## config.mk

```make
export PLATFORM = sky130hd
export DESIGN_NAME = ex_mem_stage
export DESIGN_NICKNAME = d
export VERILOG_FILES = /design/src/rtl/ex_mem_stage_pkg.sv /design/src/rtl/ex_mem_stage_skid_buffer2.sv /design/src/rtl/ex_mem_stage.sv
export SDC_FILE = /design/constraint.sdc
export NUM_CORES = 1
export LEC_CHECK = 0
export ABC_AREA = 1
export ABC_CLOCK_PERIOD_IN_PS = 3760
export BUFFER_PORTS_ARGS = -buffer_cell sky130_fd_sc_hd__buf_2
export CORE_UTILIZATION = 50
export DETAILED_ROUTE_END_ITERATION = 12
export PLACE_DENSITY_LB_ADDON = 0.12
export SYNTH_ARGS = -nofsm -noshare
export SYNTH_HDL_FRONTEND = slang
export SYNTH_HIERARCHICAL = 1
export SYNTH_SLANG_ARGS = --single-unit
export TNS_END_PERCENT = 30
```

## constraint.sdc

```tcl
create_clock -name clk -period 3.76 [get_ports clk]
set_clock_uncertainty 0.05 [all_clocks]
set_input_delay 0.752 -clock clk [delete_from_list [all_inputs] [get_ports clk]]
set_output_delay 0.752 -clock clk [all_outputs]
set_load 0.01 [all_outputs]
```

## src/rtl/ex_mem_stage_pkg.sv

```systemverilog
// ex_mem_stage_pkg
// Shared types for the EX/MEM pipeline stage of the mini-MIPS core:
//   - ex_mem_payload_t : everything the memory stage needs from one instruction
//   - FLAG_* indices   : bit positions inside the sticky FP flag vector
//   - skid_state_e     : occupancy of the two-entry skid buffer
package ex_mem_stage_pkg;

  localparam int EXM_DATA_W     = 32;
  localparam int EXM_REG_ADDR_W = 5;

  // Bit positions in fp_flags_q = {invalid, overflow, underflow}
  localparam int FLAG_INV = 2;
  localparam int FLAG_OVF = 1;
  localparam int FLAG_UNF = 0;

  typedef struct packed {
    logic [EXM_DATA_W-1:0]     result;
    logic                      zero;
    logic [EXM_REG_ADDR_W-1:0] rd;
    logic                      reg_write;
    logic                      mem_read;
    logic                      mem_write;
    logic [EXM_DATA_W-1:0]     store_data;
  } ex_mem_payload_t;

  typedef enum logic [1:0] {
    S_EMPTY = 2'd0,  // nothing buffered
    S_ONE   = 2'd1,  // main entry only
    S_FULL  = 2'd2   // main + skid entry
  } skid_state_e;

endpackage

```

## src/rtl/ex_mem_stage_skid_buffer2.sv

```systemverilog
// skid_buffer2
// Two-entry valid/ready skid buffer with a registered in_ready. The main
// entry is always the head presented downstream; the skid entry only
// catches the one extra beat accepted while the head is stalled.
// Ports:
//   clk, rst_n          clock, synchronous active-low reset
//   flush               drop every buffered entry (and any entry offered now)
//   in_valid/in_ready   upstream handshake (in_ready is a flop)
//   in_data             upstream payload
//   out_valid/out_ready downstream handshake
//   out_data            head payload, stable while stalled
module skid_buffer2
  import ex_mem_stage_pkg::*;
#(
  parameter int W = 8
) (
  input  logic         clk,
  input  logic         rst_n,
  input  logic         flush,
  input  logic         in_valid,
  output logic         in_ready,
  input  logic [W-1:0] in_data,
  output logic         out_valid,
  input  logic         out_ready,
  output logic [W-1:0] out_data
);

  skid_state_e  state_q, state_d;
  logic [W-1:0] main_q, main_d;
  logic [W-1:0] skid_q, skid_d;
  logic         in_ready_q;
  logic         accept, pop;

  assign in_ready  = in_ready_q;
  assign out_valid = (state_q != S_EMPTY);
  assign out_data  = main_q;
  assign accept    = in_valid & in_ready_q;
  assign pop       = out_valid & out_ready;

  always_comb begin
    state_d = state_q;
    main_d  = main_q;
    skid_d  = skid_q;
    case (state_q)
      S_EMPTY: begin
        if (accept) begin
          main_d  = in_data;
          state_d = S_ONE;
        end
      end
      S_ONE: begin
        if (accept && !pop) begin
          skid_d  = in_data;
          state_d = S_FULL;
        end else if (accept && pop) begin
          main_d  = in_data;
        end else if (pop) begin
          state_d = S_EMPTY;
        end
      end
      S_FULL: begin
        // in_ready is low here, so only a pop can move things
        if (pop) begin
          main_d  = skid_q;
          state_d = S_ONE;
        end
      end
      default: state_d = S_EMPTY;
    endcase
    // Flush only kills occupancy; stale payload bits are harmless
    if (flush) state_d = S_EMPTY;
  end

  always_ff @(posedge clk) begin
    if (!rst_n) begin
      state_q    <= S_EMPTY;
      main_q     <= '0;
      skid_q     <= '0;
      in_ready_q <= 1'b1;
    end else begin
      state_q    <= state_d;
      main_q     <= main_d;
      skid_q     <= skid_d;
      // Registered ready: look ahead at the next occupancy
      in_ready_q <= (state_d != S_FULL);
    end
  end

endmodule

```

## src/rtl/ex_mem_stage.sv

```systemverilog
// ex_mem_stage
// EX/MEM pipeline register of the mini-MIPS core. Buffers ALU results plus
// control/writeback info through a two-entry skid buffer, keeps the
// architectural FP condition code and sticky FP exception flags, and taps
// the head entry for register forwarding.
// Ports:
//   clk, rst_n, flush     clock, sync active-low reset, pipeline flush
//   in_*                  execute-stage entry + handshake (in_ready registered)
//   out_*                 head entry + handshake to the memory stage
//   fp_cc_q               FP condition code (bc1t/bc1f)
//   fp_flags_q, flag_clr  sticky {invalid, overflow, underflow} and its clear
//   fwd_*                 forwarding tap of the head entry
module ex_mem_stage
  import ex_mem_stage_pkg::*;
#(
  parameter int DATA_W     = EXM_DATA_W,
  parameter int REG_ADDR_W = EXM_REG_ADDR_W
) (
  input  logic                  clk,
  input  logic                  rst_n,
  input  logic                  flush,
  input  logic                  in_valid,
  output logic                  in_ready,
  input  logic [DATA_W-1:0]     in_result,
  input  logic                  in_zero,
  input  logic                  in_fp_cc,
  input  logic                  in_invalid,
  input  logic                  in_overflow,
  input  logic                  in_underflow,
  input  logic                  in_is_float,
  input  logic                  in_cc_write,
  input  logic [REG_ADDR_W-1:0] in_rd,
  input  logic                  in_reg_write,
  input  logic                  in_mem_read,
  input  logic                  in_mem_write,
  input  logic [DATA_W-1:0]     in_store_data,
  output logic                  out_valid,
  input  logic                  out_ready,
  output logic [DATA_W-1:0]     out_result,
  output logic                  out_zero,
  output logic [REG_ADDR_W-1:0] out_rd,
  output logic                  out_reg_write,
  output logic                  out_mem_read,
  output logic                  out_mem_write,
  output logic [DATA_W-1:0]     out_store_data,
  output logic                  fp_cc_q,
  output logic [2:0]            fp_flags_q,
  input  logic                  flag_clr,
  output logic                  fwd_valid,
  output logic [REG_ADDR_W-1:0] fwd_rd,
  output logic [DATA_W-1:0]     fwd_data
);

  localparam int PW = $bits(ex_mem_payload_t);

  ex_mem_payload_t in_pl, out_pl;
  logic            accept;
  logic            fp_cc_d;
  logic [2:0]      fp_flags_d, new_flags;

  always_comb begin
    in_pl            = '0;
    in_pl.result     = in_result;
    in_pl.zero       = in_zero;
    in_pl.rd         = in_rd;
    in_pl.reg_write  = in_reg_write;
    in_pl.mem_read   = in_mem_read;
    in_pl.mem_write  = in_mem_write;
    in_pl.store_data = in_store_data;
  end

  skid_buffer2 #(.W(PW)) u_skid (
    .clk       (clk),
    .rst_n     (rst_n),
    .flush     (flush),
    .in_valid  (in_valid),
    .in_ready  (in_ready),
    .in_data   (in_pl),
    .out_valid (out_valid),
    .out_ready (out_ready),
    .out_data  (out_pl)
  );

  assign out_result     = out_pl.result;
  assign out_zero       = out_pl.zero;
  assign out_rd         = out_pl.rd;
  assign out_reg_write  = out_pl.reg_write;
  assign out_mem_read   = out_pl.mem_read;
  assign out_mem_write  = out_pl.mem_write;
  assign out_store_data = out_pl.store_data;

  // r0 is hardwired to zero, so writes to it must never be forwarded
  assign fwd_valid = out_valid & out_pl.reg_write & (out_pl.rd != '0);
  assign fwd_rd    = out_pl.rd;
  assign fwd_data  = out_pl.result;

  assign accept = in_valid & in_ready;

  always_comb begin
    new_flags           = '0;
    new_flags[FLAG_INV] = in_invalid;
    new_flags[FLAG_OVF] = in_overflow;
    new_flags[FLAG_UNF] = in_underflow;

    fp_cc_d    = fp_cc_q;
    fp_flags_d = fp_flags_q;
    if (accept && !flush && in_cc_write) fp_cc_d = in_fp_cc;
    // Clear before set: a ctc1 in the same cycle as a flagging op keeps the new flags
    if (flag_clr) fp_flags_d = '0;
    if (accept && !flush && in_is_float) fp_flags_d = fp_flags_d | new_flags;
  end

  always_ff @(posedge clk) begin
    if (!rst_n) begin
      fp_cc_q    <= 1'b0;
      fp_flags_q <= '0;
    end else begin
      fp_cc_q    <= fp_cc_d;
      fp_flags_q <= fp_flags_d;
    end
  end

endmodule
```

# ---- Yosys cells after proc, flatten, opt, wreduce, memory -nomap -nowiden
# Index checks and enable logic that the tools add are counted.
# Widths: inputs -> output; s select.
dict set report classes {
  reduce_logical 13
  mux 14
  n_eq_ne 7
  bitwise 5
}
# op n
set ops {}
lappend ops {{$mux 73} 4}
lappend ops {{$pmux 73 s3} 1}
lappend ops {{$mux 2} 6}
lappend ops {{$mux 3} 2}
lappend ops {{$ne 2x2->1 const B} 3}
lappend ops {{$pmux 2 s3} 1}
lappend ops {{$logic_and 1x1->1} 5}
lappend ops {{$reduce_and 5->1} 1}
lappend ops {{$reduce_bool 5->1} 1}
lappend ops {{$and 1x1->1} 4}
lappend ops {{$ne 2x1->1 const B} 2}
lappend ops {{$or 3x3->3} 1}
lappend ops {{$reduce_bool 3->1} 1}
lappend ops {{$eq 2x1->1 const B} 1}
lappend ops {{$eq 2x2->1 const B} 1}
lappend ops {{$logic_not 1->1} 2}
lappend ops {{$logic_not 2->1} 1}
lappend ops {{$reduce_and 2->1} 1}
lappend ops {{$reduce_bool 2->1} 1}
dict set report totals {
  wordCells 45
  inputBits 85
  output_inout_bits 117
  ff_bits 153
}

# ---- Logic depth before layout (Yosys ltp)
# Gate-level depths: netlist of the first run.
dict set report logic_depth {
  word_depth 8
  depth_mapped 10
  mapped_depth_nobuf 7
}

# ---- Modules after synthesis
# Netlist of the first run, hierarchy kept.
# module area_per_inst_um2 instances seq_area_each_um2 cells_per_inst
set modules_own_cells {}
lappend modules_own_cells {skid_buffer2 6837.8 1 2982.9 1049}
lappend modules_own_cells {ex_mem_stage 469.2 1 80.1 67}

# ---- Worst setup path after synthesis of the first run
# Ideal clock, no wire load.
dict set report synth_path {
  path_type {input -> register}
  from {input port out_ready}
  to {register u_skid.skid_q[12]}
  arrival_ns 1.524
  path_buffers 2
  slack_ns 2.115
  setup_ns 0.070
  path_stages 5
  required_time_ns 3.640
  path_cell_list {inv_1 buf_2 clkbuf_1 nand3_1 a21oi_1}
}
dict set report synth_between {
  elab_chain_len 4
}
# item line
set synth_rtl {}
lappend synth_rtl {{start: declaration} ex_mem_stage.sv:38} ;# input logic out_ready,
lappend synth_rtl {{$and 1x1->1} ex_mem_stage_skid_buffer2.sv:38} ;# assign pop = out_valid & out_ready;
lappend synth_rtl {{$logic_not 1->1} ex_mem_stage_skid_buffer2.sv:52} ;# if (accept && !pop) begin
lappend synth_rtl {{$logic_and 1x1->1} ex_mem_stage_skid_buffer2.sv:52}
lappend synth_rtl {{$reduce_and 2->1 (no source line)} -}
lappend synth_rtl {{end signal: assignment} ex_mem_stage_skid_buffer2.sv:83} ;# skid_q <= skid_d;
lappend synth_rtl {{end: declaration} ex_mem_stage_skid_buffer2.sv:30} ;# logic [W-1:0] skid_q, skid_d;
# No other way between the ends.
# A chain may end at the register's enable or synchronous reset.

# ---- Worst setup path after layout of the first run
dict set report layout_path {
  from {register u_skid.state_q[0]}
  to {register u_skid.main_q[4], in the netlist u_skid/out_data[4]}
}
dict set report layout_between {
  elab_chain_len 6
  word_cells_on_any_way 15
  classes_between {6 x eq/ne; 1 x mux; 1 x bitwise; 7 x reduce/logical}
}
# item line
set layout_rtl {}
lappend layout_rtl {{start: declaration} ex_mem_stage_skid_buffer2.sv:28} ;# skid_state_e state_q, state_d;
lappend layout_rtl {{start signal: assignment} ex_mem_stage_skid_buffer2.sv:81} ;# state_q <= state_d;
lappend layout_rtl {{$reduce_bool 2->1} ex_mem_stage_skid_buffer2.sv:35} ;# assign out_valid = (state_q != S_EMPTY);
lappend layout_rtl {{$and 1x1->1} ex_mem_stage_skid_buffer2.sv:38}
lappend layout_rtl {{$logic_not 1->1} ex_mem_stage_skid_buffer2.sv:52}
lappend layout_rtl {{$logic_and 1x1->1} ex_mem_stage_skid_buffer2.sv:52}
lappend layout_rtl {{$ne 2x2->1 (no source line)} -}
lappend layout_rtl {{$reduce_and 5->1 (no source line)} -}
lappend layout_rtl {{end signal: assignment} ex_mem_stage_skid_buffer2.sv:82} ;# main_q <= main_d;
lappend layout_rtl {{end: declaration} ex_mem_stage_skid_buffer2.sv:29} ;# logic [W-1:0] main_q, main_d;
# Several ways; a longest one is shown, not always the timed one.

==> qor.csv, run 1 <==
metric,value,unit
status,completed,
Reg power frac,44.0,%
final WL,17300,µm
Syn Inst Count,1116,
Worst-Skew Late Latency,0.41,ns
wire length per cell,12.1,µm
Total Nets Final,1320,
met3 Usage GRT,6.23,%
via/cell ratio,4.79,
fillers,1345,
biggest area consumer among synthesized cells,dfxtp_1,
r2r worst-path depth,8,
met2 Use GR,37.1,%
FF-to-FF End,u_skid/out_data[4],
chip width,123,µm
FP Rows,43,
dpl ws,1.17,ns
IO Port Bufs,201,
RSZ-0062 raised after global routing,no,
Slew Limit Headroom,42.6,%
critical path class,reg -> reg,
sw frac,25.3,%
initial antenna violation count,1,
I/O pins,202,
non-filler cells in the finished layout,1428,
minimum clock period,2.51,ns
initial DRC count,488,
H-Tree Depth,4,
R2R Setup Slk,1.25,ns
Mapped Area,0.00731,mm²
post-route DRC violation count,0,
initial core utilization,52.0,%
type of origin of the critical path,flip-flop,
period utilization,66.9,%
endpoints failing hold,0,
number of max-cap violations,0,
TNS Setup,0,ns
Synth cell types,16,
P per Cell Area,467,mW/mm²
HP Class,reg -> reg,
die height,123,µm
Hold Path End,u_skid/skid_q[23],
hold depth,2,
post-synth top area share,41.9,%
post-synthesis average cell area,6.55,µm²
TritonCTS sink count,153,
"Core Util, Final",60.6,%
net load switching power,1.00,mW
CTS root buffer,clkbuf_16,
hold path start,u_skid/skid_q[23],
Clock Path Buffers,2,
DP HPWL,10800,µm
hold buffers post-CTS,0,
number of global-route vias before repair,5778,
Cells after DPL,1396,
area grow syn2layout,16.4,%
fin. max-slew vios,0,
largest net degree at the start of global routing,78,
GRT Total Usage,23.2,%
GRT busiest layer,met2,
fmax,398,MHz
total setup buffers inserted after CTS,0,
Syn Nets,1201,
first-pass GRT wire length,27600,µm
power share of the clock group,43.4,%
Final ANT Viol Nets,0,
Logic pwr share,12.7,%
Vias,6842,
CP Max Fanout,69,
core area,0.0140,mm²
CTS tree,yes,
WP data required,4.06,ns
peak supply drop,0.000315,V
Finished Cell Area,0.00850,mm²
DIE AREA,0.0151,mm²
"CTS clk-pin slew, worst paths",0.06,ns
Pint,2.97,mW
reg2reg start,u_skid/state_q[0],
placed inst area,0.00790,mm²
Slew @ Worst Pin,0.862,ns
worst setup margin,1.25,ns
CP Capture Type,flip-flop,
CP Data Arrival Time,2.81,ns
Syn. warnings,6,
Area contributors post-synth,"dfxtp_1 42%, nand2_1 17%, nor2_1 7.6%, nand3_1 7.4%, inv_1 6.8%",
Final Wtd Congestion,0.734,
total gr overflow,0,
GR Layer Usage met1,30.5,%
Yosys reg bits,153,
CTS Buf Count,17,
sequential-to-total area share from yosys stat,41.9,%
fraction of layout cells with a size suffix above 1,20.2,%
Pleak,4.22,nW
router iterations before antenna repair,6,
number of setup violations in the final report,0,
ANT cells,0,
PostCTS Resize Cnt,0,
-- stage by stage --
stage / hold slack, ns / total power [mW]
3_5_place_dp: 0.403 / 2.29
4_1_cts: 0.412 / 4.01
3_3_place_gp: 0.399 / 2.28
6_report: 0.410 / 3.97
2_1_floorplan: 0.390 / 2.14
5_1_grt: 0.424 / 4.17
-- cells in the final DEF (no fill, tap or decap), types with 2 or more instances in the layout --
cell type,netlist,routed
clkinv_2,0,6
inv_1,132,130
nand2_4,0,2
clkbuf_16,0,17
dfxtp_1,153,153
clkbuf_8,0,6
buf_4,47,8
bufinv_16,0,2
nor2_1,148,148
nand3_1,108,108
inv_2,2,4
a21oi_1,77,77
o21ai_0,48,48
nand2_2,4,3
nand2_1,331,330
buf_2,16,201
-- worst max-delay path, stage by stage (launching register included) --
cell and delay, ns:
dfxtp_1 0.32, inv_2 0.37, nand2_4 0.37, nand2_1 0.26, nand2_4 0.41, buf_4 0.40, nand2_1 0.09, nand2_1 0.04
nor2_1 0.12
-- worst max path at each step --
stage                                  from             endpoint  depth (start not counted)
after CTS                 u_skid/state_q[0]  u_skid/out_data[70]                          8
after global routing      u_skid/state_q[0]   u_skid/out_data[2]                          8
after detailed placement          out_ready   u_skid/out_data[6]                          8
after floorplan                   out_ready    u_skid/skid_q[12]                          5
final                     u_skid/state_q[0]   u_skid/out_data[4]                          8
after global placement            out_ready  u_skid/out_data[71]                          8
-- state kept, by name, indices dropped and copies added, names as in the netlist --
signal,cells
u_skid/state_q,2
fp_cc_q,1
u_skid/in_ready,1
fp_flags_q,3
u_skid/out_data,73
u_skid/skid_q,73
-- cell families after synthesis --
group	Yosys count	synth area share, %
AOI/OAI and AO/OA	125	8.56
buffers and inverters	244	16.9
DFF	153	41.9
and+or+nand+nor	594	32.7
-- final cells by class --
type	count	area (µm²)	share of cell area, %
Clock buffer	24	512	6.02
Clock inverter	8	90.1	1.06
Inverter	134	503	5.92
Multi-Input combinational cell	719	3020	35.6
Sequential cell	153	3060	36.0
Tap cell	180	225	2.65
Timing Repair Buffer	210	1090	12.8
-- power groups by stage --
stage / registers, mW / clock network, mW / logic, mW
3_3_place_gp: 1.78 / 0 / 0.500
4_1_cts: 1.75 / 1.76 / 0.506
6_report: 1.75 / 1.72 / 0.503
2_1_floorplan: 1.81 / 0 / 0.331
3_5_place_dp: 1.78 / 0 / 0.503
5_1_grt: 1.76 / 1.83 / 0.576
-- synthesized netlist by cell type, drive strengths merged --
cell type	count
nand2	335
dfxtp	153
nor2	150
inv	134
nand3	108
buf	79
a21oi	77
o21ai	48
clkbuf	31
nor3	1
-- routing by layer --
metal  routed length, µm  vias up
met1                8020     3027
li1                    -     3606
met5                  11        -
met3                1140       16
met4                 199        2
met2                7920      191
(Power assumes the default switching activity.)
==> run 2, diff against run 1 <==
--- a/config.mk
+++ b/config.mk
@@ -6,7 +6,7 @@
 export NUM_CORES = 1
 export LEC_CHECK = 0
 export ABC_AREA = 1
-export ABC_CLOCK_PERIOD_IN_PS = 3760
+export ABC_CLOCK_PERIOD_IN_PS = 2580
 export BUFFER_PORTS_ARGS = -buffer_cell sky130_fd_sc_hd__buf_2
 export CORE_UTILIZATION = 50
 export DETAILED_ROUTE_END_ITERATION = 12
==> constraint.sdc (replaced) <==
create_clock -name clk -period 2.58 [get_ports clk]
set_clock_uncertainty 0.05 [all_clocks]
set_input_delay 0.516 -clock clk [delete_from_list [all_inputs] [get_ports clk]]
set_output_delay 0.516 -clock clk [all_outputs]
set_load 0.01 [all_outputs]
==> qor.csv, run 2 (synthesized netlist as in run 1, its figures left out) <==
metric,value,unit
initial core utilization,52.0,%
DIE AREA,0.0151,mm²
fin. max-slew vios,0,
fillers,1379,
hold buffers post-CTS,0,
CP peak stage delay,0.33,ns
post-route DRC violation count,0,
Slew Limit Headroom,42.7,%
hold depth,3,
area grow syn2layout,17.3,%
first-pass GRT wire length,28000,µm
Final ANT Viol Nets,0,
total gr overflow,0,
"CTS clk-pin slew, worst paths",0.06,ns
"Core Util, Final",61.0,%
FF-to-FF End,u_skid/skid_q[54],
Crit-path slowest cell,dfxtp_1,
Hold Path End,fp_flags_q[2],
wire length per cell,12.3,µm
TritonCTS sink count,153,
number of max-cap violations,0,
CP Max Fanout,12,
CTS tree,yes,
via/cell ratio,4.81,
placed inst area,0.00795,mm²
Reg area,0.00306,mm²
R2R Setup Slk,0.67,ns
Worst-Skew Late Latency,0.42,ns
largest net degree at the start of global routing,122,
TNS Setup,0,ns
DP HPWL,10600,µm
IO Port Bufs,201,
critical path class,reg -> out,
CP Capture Type,output pin,
total setup buffers inserted after CTS,0,
Vias,6889,
final WL,17700,µm
WL met1,8030,µm
reg2reg start,u_skid/state_q[1],
P per Cell Area,686,mW/mm²
Total Power,5.87,mW
H-Tree Depth,4,
DR top layer,met5,
fraction of layout cells with a size suffix above 1,20.3,%
minimum clock period,1.96,ns
fmax,511,MHz
endpoints failing hold,0,
FP Rows,43,
hold path start,in_invalid,
worst path cell trace,buf_4 > inv_2 > nand2_2 > nand3_1 > inv_1 > buf_2,
I/O pins,202,
chip width,123,µm
status,completed,
Clock Path Buffers,2,
Slew @ Worst Pin,0.859,ns
RSZ-0062 raised after global routing,no,
type of origin of the critical path,flip-flop,
area of the multi-input gates,0.00302,mm²
die height,123,µm
Pleak,4.25,nW
GRT Total Usage,23.7,%
HP Class,in -> reg,
WP data required,2.01,ns
core area,0.0140,mm²
router iterations before antenna repair,5,
most frequent cells in the layout,"330 x nand2_1, 201 x buf_2, 153 x dfxtp_1",
peak supply drop,0.000427,V
CTS root buffer,clkbuf_16,
Total Nets Final,1323,
Final Wtd Congestion,0.753,
"most common cell after layout, fill and taps aside",nand2_1,
WL met3,1220,µm
PostCTS Resize Cnt,0,
routed length on met2,8170,µm
Finished Cell Area,0.00857,mm²
number of global-route vias before repair,5808,
initial antenna violation count,2,
number of setup violations in the final report,0,
CTS Buf Count,17,
r2r worst-path depth,7,
CP Data Arrival Time,1.39,ns
initial DRC count,487,
period utilization,75.9,%
==> run 2: cell count changes in the layout (fill, tap and decap cells not counted), sizes merged <==
cell    change
diode       +1
clkinv      -1
bufinv      +1
buf         +3
==> run 2: worst max-delay path, delay by kind of cell (launching register included) <==
kind,cells,cell delay (ns)
simple gates,2,0.19
buf+inv,4,0.45
flops,1,0.33
==> run 2: metrics by stage <==
step	setup slack [ns]	hold slack, ns	cells
4_1_cts	0.588	0.296	1431
6_report	0.623	0.312	1432
5_1_grt	0.517	0.302	1432
3_3_place_gp	0.545	0.399	1399
3_5_place_dp	0.497	0.402	1399
2_1_floorplan	1.17	0.390	1116
==> run 2: metal layers <==
layer | global-route usage, % | vias to the layer above
met5 | 0 | -
met4 | 9.30 | 2
met3 | 6.18 | 21
met2 | 38.2 | 217
met1 | 30.3 | 3043
li1 | - | 3606
==> run 2: how the worst max path moves through the flow <==
stage	to	from	slack, ns	depth (start not counted)
3_5_place_dp	u_skid/out_data[33]	out_ready	0.50	8
6_report	fwd_valid	u_skid/state_q[1]	0.62	6
3_3_place_gp	u_skid/out_data[27]	out_ready	0.55	8
4_1_cts	fwd_valid	u_skid/state_q[0]	0.59	5
2_1_floorplan	u_skid/skid_q[12]	out_ready	1.17	5
5_1_grt	fwd_valid	u_skid/state_q[0]	0.52	5
==> run 2: layout make-up <==
class / count / share of cell area [%]
flip-flops and latches: 153 / 35.7
diodes: 1 / 0.0292
inverters: 134 / 5.87
repair buffers: 213 / 13.2
clock buffers: 24 / 5.86
clock inverters: 8 / 1.34
multi-input cells: 719 / 35.3
well taps: 180 / 2.63
==> run 2: power breakdown <==
part           internal [mW]  total [mW]  switching (mW)
Clock                   1.64        2.59           0.946
Sequential              2.48        2.55          0.0677
Combinational          0.282       0.740           0.458
Total                   4.40        5.87            1.47
